`src/rtl/ps2_key_event_ctrl.sv`:
```
// PS/2 Set 2 scan-code sequencer: folds E0/F0 prefixes into key events and queues them in a FWFT FIFO.
// Define REPEAT_FILTER_EN to drop typematic repeats of the most recently pressed key.
module ps2_key_event_ctrl #(
    parameter int FIFO_DEPTH     = 4,
    parameter int TIMEOUT_CYCLES = 200000
) (
    input  logic                          clk,
    input  logic                          rst,
    input  logic [7:0]                    byte_in,
    input  logic                          byte_valid,
    output logic [7:0]                    evt_code,
    output logic                          evt_ext,
    output logic                          evt_break,
    output logic                          evt_valid,
    input  logic                          evt_ready,
    output logic                          overflow,
    output logic [$clog2(FIFO_DEPTH):0]   fifo_level
);

    localparam int AW = (FIFO_DEPTH > 1) ? $clog2(FIFO_DEPTH) : 1;
    localparam int LW = AW + 1;
    localparam int TW = (TIMEOUT_CYCLES > 2) ? $clog2(TIMEOUT_CYCLES) : 1;

    typedef enum logic [1:0] {IDLE, EXT, BRK, EXT_BRK} state_t;

    state_t          state_q, state_d;
    logic [TW-1:0]   timer_q, timer_d;
    logic            emit;
    logic            emit_ext;
    logic            emit_brk;
    logic            accept;

    always_comb begin
        state_d  = state_q;
        timer_d  = timer_q;
        emit     = 1'b0;
        emit_ext = 1'b0;
        emit_brk = 1'b0;
        if (byte_valid) begin
            timer_d = '0;
            if (byte_in == 8'h00 || byte_in == 8'hFF) begin
                state_d = IDLE;
            end else begin
                unique case (state_q)
                    IDLE: begin
                        if (byte_in == 8'hE0) begin
                            state_d = EXT;
                        end else if (byte_in == 8'hF0) begin
                            state_d = BRK;
                        end else if (byte_in != 8'hAA) begin
                            emit = 1'b1;
                        end
                    end
                    EXT: begin
                        if (byte_in == 8'hF0) begin
                            state_d = EXT_BRK;
                        end else if (byte_in != 8'hE0) begin
                            emit     = 1'b1;
                            emit_ext = 1'b1;
                            state_d  = IDLE;
                        end
                    end
                    BRK: begin
                        if (byte_in == 8'hE0) begin
                            state_d = EXT;
                        end else if (byte_in != 8'hF0) begin
                            emit     = 1'b1;
                            emit_brk = 1'b1;
                            state_d  = IDLE;
                        end
                    end
                    EXT_BRK: begin
                        if (byte_in != 8'hE0 && byte_in != 8'hF0) begin
                            emit     = 1'b1;
                            emit_ext = 1'b1;
                            emit_brk = 1'b1;
                            state_d  = IDLE;
                        end
                    end
                    default: state_d = IDLE;
                endcase
            end
        end else if (state_q != IDLE) begin
            // Abandon a prefix whose follow-up byte never arrived.
            if (timer_q == TW'(TIMEOUT_CYCLES - 1)) begin
                state_d = IDLE;
                timer_d = '0;
            end else begin
                timer_d = timer_q + TW'(1);
            end
        end else begin
            timer_d = '0;
        end
    end

    always_ff @(posedge clk) begin
        if (rst) begin
            state_q <= IDLE;
            timer_q <= '0;
        end else begin
            state_q <= state_d;
            timer_q <= timer_d;
        end
    end

`ifdef REPEAT_FILTER_EN
    logic       held_valid_q, held_valid_d;
    logic       held_ext_q, held_ext_d;
    logic [7:0] held_code_q, held_code_d;
    logic       held_match;

    always_comb begin
        held_valid_d = held_valid_q;
        held_ext_d   = held_ext_q;
        held_code_d  = held_code_q;
        accept       = emit;
        held_match   = held_valid_q && (held_ext_q == emit_ext) && (held_code_q == byte_in);
        if (emit) begin
            if (!emit_brk) begin
                if (held_match) begin
                    accept = 1'b0;
                end else begin
                    held_valid_d = 1'b1;
                    held_ext_d   = emit_ext;
                    held_code_d  = byte_in;
                end
            end else if (held_match) begin
                held_valid_d = 1'b0;
            end
        end
    end

    always_ff @(posedge clk) begin
        if (rst) begin
            held_valid_q <= 1'b0;
            held_ext_q   <= 1'b0;
            held_code_q  <= 8'h00;
        end else begin
            held_valid_q <= held_valid_d;
            held_ext_q   <= held_ext_d;
            held_code_q  <= held_code_d;
        end
    end
`else
    assign accept = emit;
`endif

    // Decoded event is staged one cycle before it reaches the FIFO.
    logic       pend_valid_q;
    logic       pend_ext_q;
    logic       pend_brk_q;
    logic [7:0] pend_code_q;

    always_ff @(posedge clk) begin
        if (rst) begin
            pend_valid_q <= 1'b0;
            pend_ext_q   <= 1'b0;
            pend_brk_q   <= 1'b0;
            pend_code_q  <= 8'h00;
        end else begin
            pend_valid_q <= accept;
            if (accept) begin
                pend_ext_q  <= emit_ext;
                pend_brk_q  <= emit_brk;
                pend_code_q <= byte_in;
            end
        end
    end

    logic [9:0]    mem_q [FIFO_DEPTH];
    logic [AW-1:0] wr_ptr_q;
    logic [AW-1:0] rd_ptr_q;
    logic [LW-1:0] count_q;
    logic          overflow_q;
    logic          full;
    logic          pop;
    logic          do_push;
    logic [9:0]    head;

    assign full    = (count_q == LW'(FIFO_DEPTH));
    assign pop     = evt_valid && evt_ready;
    assign do_push = pend_valid_q && (!full || pop);

    always_ff @(posedge clk) begin
        if (rst) begin
            wr_ptr_q   <= '0;
            rd_ptr_q   <= '0;
            count_q    <= '0;
            overflow_q <= 1'b0;
        end else begin
            if (do_push) begin
                wr_ptr_q <= wr_ptr_q + AW'(1);
            end
            if (pop) begin
                rd_ptr_q <= rd_ptr_q + AW'(1);
            end
            if (do_push && !pop) begin
                count_q <= count_q + LW'(1);
            end else if (pop && !do_push) begin
                count_q <= count_q - LW'(1);
            end
            if (pend_valid_q && full && !pop) begin
                overflow_q <= 1'b1;
            end
        end
    end

    always_ff @(posedge clk) begin
        if (do_push) begin
            mem_q[wr_ptr_q] <= {pend_ext_q, pend_brk_q, pend_code_q};
        end
    end

    assign head       = mem_q[rd_ptr_q];
    assign evt_valid  = (count_q != '0);
    assign evt_code   = evt_valid ? head[7:0] : 8'h00;
    assign evt_break  = evt_valid ? head[8] : 1'b0;
    assign evt_ext    = evt_valid ? head[9] : 1'b0;
    assign overflow   = overflow_q;
    assign fifo_level = count_q;

endmodule

```
`config.mk`:
```
export PLATFORM = sky130hd
export DESIGN_NAME = ps2_key_event_ctrl
export DESIGN_NICKNAME = d
export VERILOG_FILES = /design/src/rtl/ps2_key_event_ctrl.sv
export SDC_FILE = /design/constraint.sdc
export NUM_CORES = 1
export LEC_CHECK = 0
export CAP_MARGIN = 20
export CORE_MARGIN = 5
export CORE_UTILIZATION = 50
export CTS_CLUSTER_SIZE = 40
export DETAILED_ROUTE_END_ITERATION = 10
export PLACE_DENSITY_LB_ADDON = 0.2
export SLEW_MARGIN = 10
export SYNTH_ARGS = -nofsm -noshare
export SYNTH_HDL_FRONTEND = slang
export SYNTH_SLANG_ARGS = --single-unit
```
`constraint.sdc`:
```
create_clock -name clk -period 3.3 [get_ports clk]
set_input_delay 0.825 -clock clk [delete_from_list [all_inputs] [get_ports clk]]
set_output_delay 0.825 -clock clk [all_outputs]
set_load 0.02 [all_outputs]
```
==> summary.md, run 1 <==
| Metric | Value |
|---|---|
| R2r worst-path depth | `8` |
| Status | `finished, final reports clean` |
| Post-Route WL | `5.65 mm` |
| Vias per cell | `5.30` |
| Skew final | `0.00611 ns` |
| CTS-repair resized insts | `0` |
| Top cells by count, synth | `dfxtp_1, edfxtp_1, nor2_1, nand2b_1, and2_1` |
| # diodes | `0` |
| WP buf/inv | `2` |
| Hold endpoint | `timer_q[0]` |
| Syn_area_per_cell | `12.5 sq um` |
| Synth Cell Area | `0.00338 sq mm` |
| Site row count | `30` |
| IO Pins | `27` |
| Worst setup EP type | `output pin` |
| Min-Delay Path Class | `reg2reg` |
| # DRC | `0` |
| Die Height | `92.2 um` |
| Number of global-route vias before repair | `1996` |
| Post-synth top flop | `dfxtp_1` |
| Most common cell in the netlist | `dfxtp_1` |
| Slew @ Worst Pin | `0.584 ns` |
| Postcts setup bufs | `0` |
| Clk root buf | `clkbuf_8` |
| Register area | `0.00202 sq mm` |
| Worst path required time | `2.47 ns` |
| Wirelength per Cell | `14.6 um` |
| Hold path depth | `1` |
| Worst rel slew slack | `60.7%` |
| Critical path peak fanout | `10` |
| DRT iter0 DRCs | `90` |
| Crit path kind | `reg2out` |
| FFs w/ async S/R, synth | `0%` |
| CTS clk-pin slew, worst paths | `0.08 ns` |
| CP Launch Type | `flop` |
| Post-Syn Nets | `290` |
| Final worst path period share | `88.9%` |
| RSZ-0062 raised after global routing | `false` |
| Ranking of synthesized cells by area | `edfxtp_1, dfxtp_1, mux4_2` |
| Initial antenna violation count | `0` |
| Slew Limit Fails | `0` |
| Post-DP HPWL | `3.92 mm` |
| CP Cell Sequence | `buf_4, mux4_2, and2_1, clkdlybuf4s50_1` |
| Layout cells sized above 1 | `10.1%` |
| Cell variety after synth | `40` |
| Final Hold Fails | `0` |
| Starting Density | `50.6%` |
| Worst path slowest cell | `mux4_2` |
| Register area share after synthesis | `59.9%` |
| Hold Slack | `0.448 ns` |
| Post-cts hold buffer count | `0` |
| CTS tree | `yes` |
| Yosys warning total | `0` |
| CP max stage delay | `0.54 ns` |
| Endpoints failing setup | `0` |
| Top delay family on crit path | `buffers and inverters` |
| Worst EP arrival | `2.11 ns` |
| CTS Buf Count | `9` |
| Leakage | `1.33 nW` |
| VDD IR max | `285 uV` |
| Die width | `92.2 um` |
| DIE AREA | `0.00850 sq mm` |
| Seq cells post-synth | `81` |
| Core Region | `0.00668 sq mm` |
| R2r setup slk | `0.89 ns` |
| Initial DRT Pass Iterations | `4` |
| Post-synth top area share | `35.6%` |
| Mapped Cells | `271` |
| Area occupied by multi-input gates | `0.00127 sq mm` |
| F_max | `341 MHz` |
| Fillers | `555` |
| Design Area, Final | `0.00389 sq mm` |
| HP Start | `timer_q[0]` |
| Area grow syn2layout | `15.2%` |
| P per Cell Area | `660 mW/mm^2` |
| Final Power | `0.00257 W` |
| Worst-Skew Late Latency | `0.33 ns` |
| Nets | `321` |
| GP Congestion | `0.730` |
| Post-DP Area | `0.00371 sq mm` |
| H-tree depth | `3` |
| Setup TNS | `0 ns` |
| Congestion Overflow GR | `0` |
| Port Buffer Count | `26` |
| First-pass GRT wire length | `9.71 mm` |
| Vias post-DR | `2046` |
| Largest net degree at the start of global routing | `33` |
| Number of synthesized flops with an enable pin | `40` |
| Maxcap violations | `0` |
| CTS Buffer Depth | `2` |
| Worst R2R Start | `fifo_level[0]` |
| CTS sink cnt | `81` |
| Gr usage total | `14.6%` |
| Top cell type by total area after synthesis | `edfxtp_1` |
| R2R Path End | `fifo_level[2]` |
| Antenna-violating nets left | `0` |
| Tmin final | `2.94 ns` |
## kinds of logic (layout without fill, tap and decap cells)
kind of cell | Yosys count | after routing | share of synthesized area [%]
compound gates | 15 | 15 | 2.82
xor+xnor | 21 | 21 | 5.44
fa+ha+maj | 7 | 7 | 2.81
buf+inv | 17 | 52 | 2.48
flops | 81 | 81 | 59.9
mux | 18 | 18 | 9.04
simple gates | 112 | 112 | 17.6
## area by class of cell
class | count | area share, %
clock buffers | 10 | 3.28
well taps | 80 | 2.57
multi-input cells | 173 | 32.7
flip-flops and latches | 81 | 51.9
clock inverters | 5 | 1.48
repair buffers | 29 | 7.26
inverters | 8 | 0.771
## through the flow
stage,instances,setup WS (ns),utilization [%]
2_1_floorplan,271,0.844,-
3_3_place_gp,371,0.491,55.5
3_5_place_dp,371,0.416,55.5
4_1_cts,386,0.324,58.3
5_1_grt,386,0.241,58.3
6_report,386,0.365,58.3
## cells in the final DEF, fill, tap and decap left out, drive strengths merged, types with 2 or more instances in the layout
master / synthesis / routed
nand3: 11 / 11
clkinvlp: 0 / 3
or3: 2 / 2
a21oi: 3 / 3
nor2: 35 / 35
nand2: 10 / 10
nand4: 3 / 3
and2: 14 / 14
dfxtp: 41 / 41
nor4: 6 / 6
clkdlybuf4s50: 0 / 26
xnor2: 9 / 9
nand2b: 15 / 15
edfxtp: 40 / 40
o21ai: 4 / 4
clkbuf: 5 / 10
ha: 6 / 6
mux2i: 8 / 8
a31oi: 3 / 3
mux4: 10 / 10
nor3: 4 / 4
buf: 4 / 3
inv: 8 / 8
xor2: 12 / 12
or3b: 2 / 2
and3: 4 / 4
## per-layer routing
layer / vias to the layer above / global-route usage (%) / part of all wire, %
met4: 0 / 5.20 / 1.1
met1: 980 / 19.5 / 50
met3: 8 / 3.77 / 3.1
met5: - / 0 / 0
li1: 1022 / - / -
met2: 36 / 23.1 / 45
## report_power, final
part | total, W | internal, W | switching (W) | leakage, nW
Combinational | 0.000699 | 0.000358 | 0.000341 | 0.544
Clock | 0.000684 | 0.000344 | 0.000340 | 0.0844
Sequential | 0.00119 | 0.00113 | 0.0000567 | 0.703
Total | 0.00257 | 0.00183 | 0.000737 | 1.33
## registers in the layout (all words and copies together) (netlist names), named ones only
name,cells
timer_q,18
overflow,1
rd_ptr_q,2
state_q,2
fifo_level,3
wr_ptr_q,2
pend_code_q,8
pend_valid_q,1
mem_q,40
pend_brk_q,1
pend_ext_q,1
## how the worst max path moves through the flow
stage | end | slack, ns | depth (start not counted)
2_1_floorplan | fifo_level[2] | 0.84 | 9
3_3_place_gp | fifo_level[2] | 0.49 | 9
3_5_place_dp | fifo_level[2] | 0.42 | 9
4_1_cts | evt_code[2] | 0.32 | 4
5_1_grt | evt_ext | 0.24 | 4
6_report | evt_code[5] | 0.36 | 4
(Power assumes the default switching activity.)
==> run 2: changes to the inputs <==
- CORE_MARGIN: 5 -> unset
- CTS_CLUSTER_DIAMETER: unset -> 30
==> summary.md, run 2 (same netlist as run 1, synthesis figures left out) <==
| Metric | Value |
|---|---|
| # DRC | `4 (+4)` |
| Tmin final | `2.95 ns (+0.0105 ns)` |
| DRT iter0 DRCs | `114 (+27%)` |
| Final Hold Fails | `0 (unchanged)` |
| Postcts setup bufs | `0 (unchanged)` |
| Wirelength per Cell | `14.2 um (-2.8%)` |
| DIE AREA | `0.00709 sq mm (-17%)` |
| CTS Buffer Depth | `2 (unchanged)` |
| CTS clk-pin slew, worst paths | `0.08 ns (about the same)` |
| Commonest non-fill, non-tap cells in the layout | `dfxtp_1, edfxtp_1, nor2_1` |
| VDD IR max | `331 uV (+16%)` |
| Worst rel slew slack | `62.9% (+2.2 points)` |
| Worst-Skew Late Latency | `0.35 ns (+0.02 ns)` |
| CTS tree | `yes` |
| Hold endpoint | `timer_q[0]` |
| Regs by FF count | `mem_q x40, timer_q x18, pend_code_q x8` |
| Post-DP Area | `0.00370 sq mm (-0.10%)` |
| Hold path depth | `1 (unchanged)` |
| R2r setup slk | `0.86 ns (-0.03 ns)` |
| Finished Layout Cells | `384 (-0.52%)` |
| Gr usage total | `17.7% (+3.1 points)` |
| Maxcap violations | `0 (unchanged)` |
| Number of global-route vias before repair | `2029 (+1.7%)` |
| R2r worst-path depth | `8 (unchanged)` |
| Most common library cell in the layout ignoring fill and taps | `dfxtp_1` |
| CTS-repair resized insts | `0 (unchanged)` |
| RSZ-0062 raised after global routing | `false` |
| Design Area, Final | `0.00389 sq mm (about the same)` |
| CP max stage delay | `0.54 ns (about the same)` |
| Layout cells sized above 1 | `10.4% (+0.29 points)` |
| Die Height | `84.2 um (-8.7%)` |
| Worst path slowest cell | `clkdlybuf4s50_1` |
| Largest net degree at the start of global routing | `32 (-3.0%)` |
| Core Region | `0.00642 sq mm (-3.9%)` |
| Failing checks | `design-rule violations` |
| Final worst path period share | `89.3% (+0.32 points)` |
| Number of flip-flops in the largest register | `40 (unchanged)` |
| Site row count | `29 (-3.3%)` |
| Initial antenna violation count | `0 (unchanged)` |
| F_max | `339 MHz (-0.36%)` |
| Worst setup EP type | `output pin` |
| CP Launch Type | `flop` |
| HP Start | `timer_q[0]` |
| Post-DP HPWL | `3.72 mm (-5.0%)` |
| Placed instance count | `368 (-0.81%)` |
| Initial DRT Pass Iterations | `7 (+3)` |
| CTS sink cnt | `81 (unchanged)` |
| Die width | `84.2 um (-8.7%)` |
| Clk root buf | `clkbuf_8` |
| Starting Density | `52.6% (+2.0 points)` |
| CTS Buf Count | `9 (unchanged)` |
| Status | `finished with violations` |
| IO Pins | `27 (unchanged)` |
| Endpoints failing setup | `0 (unchanged)` |
| P per Cell Area | `659 mW/mm^2 (-0.14%)` |
| Vias per cell | `5.31 (+0.18%)` |
| Post-cts hold buffer count | `0 (unchanged)` |
| Min-Delay Path Class | `reg2reg` |
| Worst path required time | `2.47 ns (about the same)` |
| Nets | `321 (unchanged)` |
| Setup TNS | `0 ns (unchanged)` |
| R2R Path End | `fifo_level[2]` |
| Critical path peak fanout | `10 (unchanged)` |
| Worst EP arrival | `2.12 ns (about the same)` |
| Crit path kind | `reg2out` |
| Port Buffer Count | `26 (unchanged)` |
| Slew Limit Fails | `0 (unchanged)` |
| Post-Route WL | `5.47 mm (-3.3%)` |
| Worst R2R Start | `fifo_level[0]` |
| Slew @ Worst Pin | `0.551 ns (-0.0328 ns)` |
| Antenna-violating nets left | `0 (unchanged)` |
| # diodes | `0 (unchanged)` |
| Vias post-DR | `2039 (-0.34%)` |
| Most flop-heavy register | `mem_q` |
| Leakage | `1.34 nW (+0.50%)` |
| CP Cell Sequence | `buf_4, mux4_2, and2_1, clkdlybuf4s50_1` |
| First-pass GRT wire length | `9.52 mm (-2.0%)` |
| Area grow syn2layout | `15.3% (about the same)` |
| Congestion Overflow GR | `0 (unchanged)` |
| Skew final | `0.00572 ns (-0.000390 ns)` |
| H-tree depth | `3 (unchanged)` |
| GP Congestion | `0.752 (+3.1%)` |
## run 2: cell types whose count changed in the layout (fill, tap and decap cells not counted), sizes merged
cell      previous run  this run
clkinv               1         2
inv                  8         9
clkbuf              10        11
clkinvlp             3         2
bufinv               1         0
## run 2: metal layers
layer  vias up  part of all wire (%)  wire length, um  track usage [%]
li1       1018                     -                -                -
met1       980                    46             2530             21.5
met2        32                    49             2670             29.7
met3         9                   3.0              163             3.83
met4         0                   1.9              103             9.40
met5         -                     0                0                0
## run 2: critical path, delay by kind of cell (launching register included)
family	cells	cell delay, ns
mux	1	0.51
buf+inv	2	0.76
flops	1	0.31
simple gates	1	0.18
## run 2: power breakdown
| part | internal (W) | total (W) | switching [W] | leakage [nW] |
|---|---|---|---|---|
| Sequential | 0.00113 | 0.00119 | 0.0000568 | 0.703 |
| Clock | 0.000322 | 0.000685 | 0.000363 | 0.0911 |
| Combinational | 0.000357 | 0.000695 | 0.000338 | 0.544 |
## run 2: layout make-up
class	instances	area [sq um]
fill	527	2530
sequential	81	2020
multi-input combinational	173	1270
timing repair buffer	29	283
clock buffer	11	153
tap	77	96.3
clock inverter	5	37.5
inverter	8	30.0
## run 2: worst max path at each step
| stage | endpoint | cells after the start | slack (ns) |
|---|---|---|---|
| after floorplan | fifo_level[2] | 9 | 0.84 |
| after global placement | fifo_level[2] | 9 | 0.49 |
| after detailed placement | fifo_level[2] | 9 | 0.41 |
| after CTS | evt_code[5] | 4 | 0.31 |
| after global routing | evt_code[5] | 4 | 0.21 |
| final | evt_code[5] | 4 | 0.35 |
## run 2: metrics by stage
| step | power, W | hold slack, ns | util (%) | setup WS (ns) |
|---|---|---|---|---|
| 2_1_floorplan | 0.00164 | 0.417 | - | 0.844 |
| 3_3_place_gp | 0.00190 | 0.429 | 57.7 | 0.487 |
| 3_5_place_dp | 0.00192 | 0.441 | 57.7 | 0.412 |
| 4_1_cts | 0.00260 | 0.451 | 60.6 | 0.308 |
| 5_1_grt | 0.00270 | 0.471 | 60.6 | 0.205 |
| 6_report | 0.00257 | 0.449 | 60.6 | 0.354 |
==> run 3: changes to the inputs <==
- SLEW_MARGIN: 10 -> 5
==> results of run 3 <==
Same layout as run 2: the final DEF is identical, and so are final timing and power.
